File: src/rtl/memory_stage.sv
// memory_stage: waits for the bus response of the current load/store, aligns
// and merges load data, forwards the result to decode and registers the
// instruction towards writeback.
module memory_stage #(
    parameter bit LOAD_BYPASS = 1'b1,
    parameter int I_MAX       = 16,
    parameter int I_MEM_R     = 0,
    parameter int I_MEM_W     = 1,
    parameter int I_LB        = 2,
    parameter int I_LBU       = 3,
    parameter int I_LH        = 4,
    parameter int I_LHU       = 5,
    parameter int I_LW        = 6,
    parameter int I_LWL       = 7,
    parameter int I_LWR       = 8
) (
    input  logic             clk,
    input  logic             reset,
    input  logic [31:0]      data_rdata,
    input  logic             data_data_ok,
    input  logic             valid_i,
    input  logic [31:0]      pc_i,
    input  logic [31:0]      inst_i,
    input  logic [I_MAX-1:0] ctrl_i,
    input  logic [31:0]      result_i,
    input  logic [31:0]      eaddr_i,
    input  logic [31:0]      rdata2_i,
    input  logic [4:0]       waddr_i,
    output logic             ready_o,
    output logic             done_o,
    output logic [4:0]       fwd_addr,
    output logic [31:0]      fwd_data,
    output logic             fwd_ok,
    input  logic             ready_i,
    output logic             valid_o,
    output logic [31:0]      pc_o,
    output logic [31:0]      inst_o,
    output logic [I_MAX-1:0] ctrl_o,
    output logic [31:0]      result_o,
    output logic [4:0]       waddr_o
);

    typedef enum logic [1:0] {
        IDLE = 2'd0,
        WAIT = 2'd1,
        HELD = 2'd2
    } state_t;

    state_t             state_q, state_d;
    logic [31:0]        resp_q, resp_d;
    logic               valid_q, valid_d;
    logic [31:0]        pc_q, pc_d;
    logic [31:0]        inst_q, inst_d;
    logic [I_MAX-1:0]   ctrl_q, ctrl_d;
    logic [31:0]        result_q, result_d;
    logic [4:0]         waddr_q, waddr_d;

    logic               is_load;
    logic               mem;
    logic               held;
    logic               resp_now;
    logic               go_held;
    logic [1:0]         off;
    logic [31:0]        rdat;
    logic [4:0]         sh_l;
    logic [4:0]         sh_r;
    logic [7:0]         byte_sel;
    logic [15:0]        half_sel;
    logic [31:0]        final_res;
    logic               unused_eaddr;

    assign unused_eaddr = ^eaddr_i[31:2];

    assign is_load  = ctrl_i[I_MEM_R];
    assign mem      = ctrl_i[I_MEM_R] | ctrl_i[I_MEM_W];
    assign held     = (state_q == HELD);
    assign resp_now = valid_i & mem & data_data_ok & !held;
    // Without bypass a load always parks its response first, so decode only
    // ever sees it from the held register.
    assign go_held  = resp_now & (!ready_i | (is_load & !LOAD_BYPASS));

    assign off  = eaddr_i[1:0];
    assign rdat = held ? resp_q : data_rdata;
    assign sh_l = {~off, 3'b000};
    assign sh_r = {off, 3'b000};

    // Completion, stall and forwarding handshakes for the instruction held here.
    always_comb begin
        done_o = 1'b0;
        if (valid_i) begin
            if (!mem)
                done_o = 1'b1;
            else if (is_load && !LOAD_BYPASS)
                done_o = held;
            else
                done_o = data_data_ok | held;
        end
        ready_o  = !valid_i | (done_o & ready_i);
        fwd_addr = valid_i ? waddr_i : 5'd0;
        fwd_ok   = valid_i & done_o & (waddr_i != 5'd0);
        fwd_data = final_res;
    end

    // Load alignment, extension and LWL/LWR merging; everything else passes result_i.
    always_comb begin
        byte_sel  = rdat[sh_r +: 8];
        half_sel  = off[1] ? rdat[31:16] : rdat[15:0];
        final_res = result_i;
        if (is_load) begin
            if (ctrl_i[I_LB])
                final_res = {{24{byte_sel[7]}}, byte_sel};
            else if (ctrl_i[I_LBU])
                final_res = {24'd0, byte_sel};
            else if (ctrl_i[I_LH])
                final_res = {{16{half_sel[15]}}, half_sel};
            else if (ctrl_i[I_LHU])
                final_res = {16'd0, half_sel};
            else if (ctrl_i[I_LW])
                final_res = rdat;
            else if (ctrl_i[I_LWL])
                final_res = (rdat << sh_l) | (rdata2_i & ~(32'hFFFFFFFF << sh_l));
            else if (ctrl_i[I_LWR])
                final_res = (rdat >> sh_r) | (rdata2_i & ~(32'hFFFFFFFF >> sh_r));
        end
    end

    // Next state of the response FSM and capture of a response writeback cannot take yet.
    always_comb begin
        state_d = state_q;
        resp_d  = resp_q;
        case (state_q)
            IDLE, WAIT: begin
                if (valid_i && mem) begin
                    if (resp_now)
                        state_d = go_held ? HELD : IDLE;
                    else
                        state_d = WAIT;
                end else begin
                    state_d = IDLE;
                end
                if (go_held)
                    resp_d = data_rdata;
            end
            HELD: begin
                if (ready_i)
                    state_d = IDLE;
            end
            default: state_d = IDLE;
        endcase
    end

    // Writeback-facing register: advances only when writeback accepts.
    always_comb begin
        valid_d  = valid_q;
        pc_d     = pc_q;
        inst_d   = inst_q;
        ctrl_d   = ctrl_q;
        result_d = result_q;
        waddr_d  = waddr_q;
        if (ready_i) begin
            valid_d  = valid_i & done_o;
            pc_d     = pc_i;
            inst_d   = inst_i;
            ctrl_d   = ctrl_i;
            result_d = final_res;
            waddr_d  = waddr_i;
        end
    end

    // State and output registers with synchronous reset.
    always_ff @(posedge clk) begin
        if (reset) begin
            state_q  <= IDLE;
            resp_q   <= 32'd0;
            valid_q  <= 1'b0;
            pc_q     <= 32'd0;
            inst_q   <= 32'd0;
            ctrl_q   <= '0;
            result_q <= 32'd0;
            waddr_q  <= 5'd0;
        end else begin
            state_q  <= state_d;
            resp_q   <= resp_d;
            valid_q  <= valid_d;
            pc_q     <= pc_d;
            inst_q   <= inst_d;
            ctrl_q   <= ctrl_d;
            result_q <= result_d;
            waddr_q  <= waddr_d;
        end
    end

    assign valid_o  = valid_q;
    assign pc_o     = pc_q;
    assign inst_o   = inst_q;
    assign ctrl_o   = ctrl_q;
    assign result_o = result_q;
    assign waddr_o  = waddr_q;

endmodule

File: config.mk
export PLATFORM = sky130hd
export DESIGN_NAME = memory_stage
export DESIGN_NICKNAME = d
export VERILOG_FILES = /design/src/rtl/memory_stage.sv
export SDC_FILE = /design/constraint.sdc
export NUM_CORES = 1
export LEC_CHECK = 0
export CAP_MARGIN = 40
export CORE_AREA = 2 2 147 149
export CTS_CLUSTER_DIAMETER = 120
export CTS_CLUSTER_SIZE = 30
export DETAILED_ROUTE_END_ITERATION = 7
export DIE_AREA = 0 0 149 151
export PLACE_DENSITY_LB_ADDON = 0.15
export SYNTH_ARGS = -nofsm -noshare
export SYNTH_HDL_FRONTEND = slang
export SYNTH_SLANG_ARGS = --single-unit
File: constraint.sdc
create_clock -name clk -period 6.6 [get_ports clk]
set_input_delay 1.32 -clock clk [delete_from_list [all_inputs] [get_ports clk]]
set_output_delay 1.32 -clock clk [all_outputs]
set_load 0.005 [all_outputs]
# Word level (Yosys, flattened, before mapping)

Cells that the tools add are included.

Register bits after elaboration: 152
Input bits: 218
Output and inout bits: 158

Bitwise gates (word level): 17
Mux-type cells: 18
Shifts and indexed selects: 5
Eq/ne operators: 3
Reductions and logical operators: 8

Operators by type and width:

| operator                                          | number |
|---|---|
| two-way mux 32 bit                                | 9 |
| AND 32 bit                                        | 2 |
| inverter 32 bit                                   | 2 |
| bitwise OR 32 bit                                 | 2 |
| indexed part select 32 x 6 -> 8 bit               | 1 |
| left shift 32 x 5 -> 32 bit                       | 1 |
| left shift 32 x 5 -> 32 bit, first input constant | 1 |
| >> shifter 32 x 5 -> 32 bit                       | 1 |
| >> shifter 32 x 5 -> 32 bit, first input constant | 1 |
| two-way mux 16 bit                                | 1 |
| two-way mux 2 bit                                 | 4 |
| AND 1 bit                                         | 7 |
| two-way mux 5 bit                                 | 1 |
| nonzero test 5 bit                                | 1 |
| case mux 2 bit (2 select lines)                   | 1 |
| logical NOT 1 bit                                 | 3 |
| bitwise OR 1 bit                                  | 3 |
| == test 2 x 1 -> 1 bit, second input constant     | 1 |
| == test 2 bit, second input constant              | 1 |
| logical NOT 2 bit                                 | 1 |
| two-way mux 1 bit                                 | 2 |
| != test 2 bit, second input constant              | 1 |
| inverter 2 bit                                    | 1 |
| AND reduction 2 bit                               | 1 |
| other kinds (2)                                   | 2 |

# Longest topological paths before layout

Gate-level depths: netlist (run 1).

Word-level depth: 12
Gate-level depth with buffers: 10
Gate-level depth less buffers: 6

# Least setup slack after synthesis (run 1)

OpenSTA, ideal clock, no wires.

Path kind: in2out
Start: in eaddr_i[0]
End: out fwd_data[3]
Cell stages on the path: 7
Required time: 5.280 ns
Arrival time: 2.769 ns
Slack: 2.511 ns
Cell sequence: buf_2 -> clkinv_1 -> nor2_1 -> nor2_1 -> a221oi_1 -> o21ai_0 -> o21a_1

Cells in the longest elaborated chain, start to end: 12
Elaborated cells between the ends (all ways): 20

Ends and longest elaborated chain:

| element                                                               | line     | text |
|---|---|---|
| start: declaration                                                    | 26       | `input logic [31:0] eaddr_i,` |
| >> shifter 32 x 5 -> 32 bit / inverter 2 bit (equally long branches)  | 123, 84  |  |
| inverter 32 bit / left shift 32 x 5 -> 32 bit (equally long branches) | 123, 121 |  |
| AND 32 bit / inverter 32 bit (equally long branches)                  | 123, 121 |  |
| bitwise OR 32 bit / AND 32 bit (equally long branches)                | 123, 121 |  |
| two-way mux 32 bit / bitwise OR 32 bit (equally long branches)        | 122, 121 |  |
| two-way mux 32 bit                                                    | 120      | `else if (ctrl_i[I_LWL])` |
| two-way mux 32 bit                                                    | 118      | `else if (ctrl_i[I_LW])` |
| two-way mux 32 bit                                                    | 116      | `else if (ctrl_i[I_LHU])` |
| two-way mux 32 bit                                                    | 114      | `else if (ctrl_i[I_LH])` |
| two-way mux 32 bit                                                    | 112      | `else if (ctrl_i[I_LBU])` |
| two-way mux 32 bit *                                                  | 110      | `if (ctrl_i[I_LB])` |
| two-way mux 32 bit *                                                  | 109      | `if (is_load) begin` |
| end: declaration                                                      | 32       | `output logic [31:0] fwd_data,` |

Every way passes the cells marked *; elsewhere a longest branch is shown, timed or not.

# Final worst setup path (run 1)

Start: in ctrl_i[4]
End: out fwd_data[9]

Cells in the longest elaborated chain, start to end: 4

Ends and longest elaborated chain:

| element            | line | text |
|---|---|---|
| start: declaration | 24   | `input logic [I_MAX-1:0] ctrl_i,` |
| two-way mux 32 bit | 114  |  |
| two-way mux 32 bit | 112  |  |
| two-way mux 32 bit | 110  |  |
| two-way mux 32 bit | 109  |  |

Every way passes these cells.

==> results by group, run 1 <==
Worst setup path
  – Worst setup SP type: input port
  – Bufs and invs on worst path: 2
  – Critical setup path kind: input port to output pin
  – Max incr delay on CP: 0.80 ns
  – Reg-to-reg critical path startpoint: state_q[0]$_SDFFE_PP0P_
  – Crit path capture type: output pin
  – Worst Path Arrival: 4.52 ns
  – CP delay by family, top: buffers and inverters
  – CP max-delay cell: clkdlybuf4s50_1
  – CP most frequent cell: clkdlybuf4s50_1
  – CP Data Required Time: between 5 and 6 ns
  – Crit Path Max Fanout: 16
  – Worst-path cell chain: clkdlybuf4s50_1, or2_2, o21bai_1, o221ai_1, a21oi_1, nand3_1, nand2_1, clkdlybuf4s50_1
  – Crit path from: ctrl_i[4]

Final layout
  – Share of cells above drive strength 1: 7.66%
  – FILL cells: approximately 1,900
  – Nets: 1,656
  – Area Growth Syn to Fin: 44.6%
  – Non-filler cells, final: approximately 1,700
  – Diode count: 0

Detailed routing
  – Total vias in the final route: 10,200
  – DR vias/cell: 5.90
  – DR iter-0 viols: about 1,000
  – Antenna Nets Post-Route: 0
  – DR DRC count: 0
  – DR pass1 iterations: 6
  – DR WL/cell: between 20 and 25 µm
  – WL final: between 30,000 and 40,000 µm

Place
  – Placed cells: approximately 1,700
  – Gpl congestion: 0.956
  – Post-DP HPWL: around 28,000 µm
  – Port Buffer Count: approximately 350

Logic synthesis
  – YS warnings: 0
  – Post-Syn Area: 9280 µm²
  – Area contributors post-synth: dfxtp_1 33%, mux2i_1 12%, nor2_1 7.3%
  – Syn avg cell area: slightly above 8 µm²
  – Share of the synthesized area in the top cell type: about a third
  – Synthesized flop and latch total: between 150 and 200
  – Leading area contributor after synthesis: dfxtp_1
  – Yosys cell types: 61
  – Post-synth EDFFs: 0
  – Cells after synthesis: approximately 1,100
  – Sequential area share after synthesis: between 30 and 40%
  – Net Count, Synth: about 1,400
  – Count leader, synth: nor2_1
  – Synth Flop Type: dfxtp_1
  – FFs w/ async S/R, synth: 0%
  – Post-synth top cells: 180 x nor2_1, 152 x dfxtp_1, 141 x nand2_1

Min path
  – Min-delay src: resp_q[5]$_SDFFE_PP0P_
  – Worst Hold Class: register to register

Clock tree
  – Reg clk slew, reported paths: about 0.07 ns
  – Num CTS Buffers: 17
  – Clk_lat worst skew: about 0.43 ns
  – Clock Root Buffer: clkbuf_16
  – H-tree levels: 4
  – Post-CTS Hold Buffers: 0
  – Setup bufs post-CTS: 0
  – Clock Tree Buf Depth: 2
  – Clock sinks: between 150 and 200
  – Resize count post-CTS: 0
  – CTS tree: done

STA
  – Period utilization: 88.5%
  – Normalized max-slew margin: a little over two fifths
  – Setup Viol. Count Final: 0
  – Clk_skew: around 0.011 ns
  – Worst Tran Pin Value: 0.853 ns
  – Maximum clock rate: 171 MHz
  – Max-slew violations: 0
  – RSZ-0062 raised after global routing: no
  – Minimum clock period after layout: roughly 5.8 ns
  – TNS Setup: 0 ns
  – Final Hold Viols: 0

GRT
  – Vias in the first global route: between 9,000 and 10,000
  – Total gr overflow: 0
  – Pin count of the biggest net entering global routing: 77
  – Initial antenna violation count: 0
  – Gr usage total: 32.6%
  – First-pass GRT wire length: 56,300 µm

Floorplanning
  – Total core area: around 21,000 µm²
  – Die ar.: 22,500 µm²
  – Row cnt: between 50 and 60
  – Starting Density: 44.5%
  – Chip width: approximately 150 µm
  – Ports: 376
  – Die height: 151 µm

Power
  – Pleak: ~5.3 nW
  – Maximum vdd ir drop: approximately 0.19 mV
  – Pwr dens: between 150 and 200 nW/µm²

Status
  – Status: finished, final reports clean

Flow run
  – # Max-Cap Violations: 0
-- report_power, final --
part / leakage (nW) / total [W] / internal [W] / switching (W)
clock: 0.267 / 0.000938 / 0.000492 / 0.000447
combinational: 3.79 / 0.000685 / 0.000354 / 0.000331
sequential: 1.25 / 0.00100 / 0.000970 / 0.0000297
-- area by class of cell --
cell class | instances | area, µm² | area share [%]
multi-input combinational | 881 | 5750 | 42.9
sequential | 152 | 3040 | 22.7
timing repair buffer | 371 | 3680 | 27.4
clock inverter | 13 | 113 | 0.840
tap | 275 | 344 | 2.57
clock buffer | 18 | 429 | 3.20
inverter | 15 | 56.3 | 0.420
-- per-layer routing --
metal  GRT usage (%)  part of all wire (%)  vias to the layer above
li1                -                     -                     4716
met5               0                     0                        -
met4            14.1                   4.3                        0
met1            41.2                    38                     4763
met3            8.01                    10                       87
met2            53.1                    47                      610
-- layout by cell type (no fill, tap or decap), drive strengths merged, types with 14 or more instances in the layout --
master / count
a211o: 16
a21oi: 94
a221oi: 16
and2: 15
buf: 30
clkbuf: 18
clkdlybuf4s50: 341
dfxtp: 152
inv: 20
mux2: 17
mux2i: 115
mux4: 24
nand2: 142
nand2b: 16
nand3: 27
nor2: 180
nor3b: 15
o21a: 14
o21ai: 69
-- worst paths after layout --
check,depth (start not counted),to,slack [ns]
max reg2reg,7,result_o[28]$_SDFFE_PP0P_,3.78
min,2,resp_q[5]$_SDFFE_PP0P_,0.47
min reg2reg,2,resp_q[5]$_SDFFE_PP0P_,0.47
max,8,fwd_data[9],0.76
-- cell families (layout without fill, tap and decap cells) --
| group | after synthesis | in the layout | synth area share [%] |
|---|---|---|---|
| flip-flops | 152 | 152 | 32.8 |
| multiplexers | 156 | 156 | 20.6 |
| AND/OR/NAND/NOR | 419 | 419 | 19.5 |
| buffers and inverters | 107 | 417 | 5.22 |
| AO/OA/AOI/OAI | 306 | 306 | 21.9 |
-- tightest hold or removal path: stages, from the launching register on --
cell	delay, ns
dfxtp_1	0.32
nand2_1	0.05
a21oi_1	0.05
-- state kept, by name, indices dropped and copies added (netlist names) --
signal,count
ctrl_o,16
valid_o,1
waddr_o,5
result_o,32
resp_q,32
inst_o,32
pc_o,32
state_q,2
-- per-stage QoR --
stage | hold slack, ns | total power (W) | setup slack [ns] | instance area [µm²] | utilization [%]
finish | 0.470 | 0.00262 | 0.761 | 13400 | 64.4
global route | 0.489 | 0.00272 | 0.511 | 13400 | 64.4
CTS | 0.471 | 0.00263 | 0.885 | 13400 | 64.4
detailed placement | 0.461 | 0.00169 | 0.885 | 12900 | 61.8
global placement | 0.454 | 0.00168 | 0.861 | 12800 | 61.5
floorplan | 0.444 | 0.00132 | 2.51 | 9280 | -
No activity file was read; power rests on OpenSTA's default activity.
==> inputs of run 2 (changes only) <==
--- a/config.mk
+++ b/config.mk
@@ -15,3 +15,4 @@
 export SYNTH_ARGS = -nofsm -noshare
 export SYNTH_HDL_FRONTEND = slang
 export SYNTH_SLANG_ARGS = --single-unit
+export TNS_END_PERCENT = 20
==> results of run 2 <==
Final layout, timing and power as in run 1 (identical DEF).
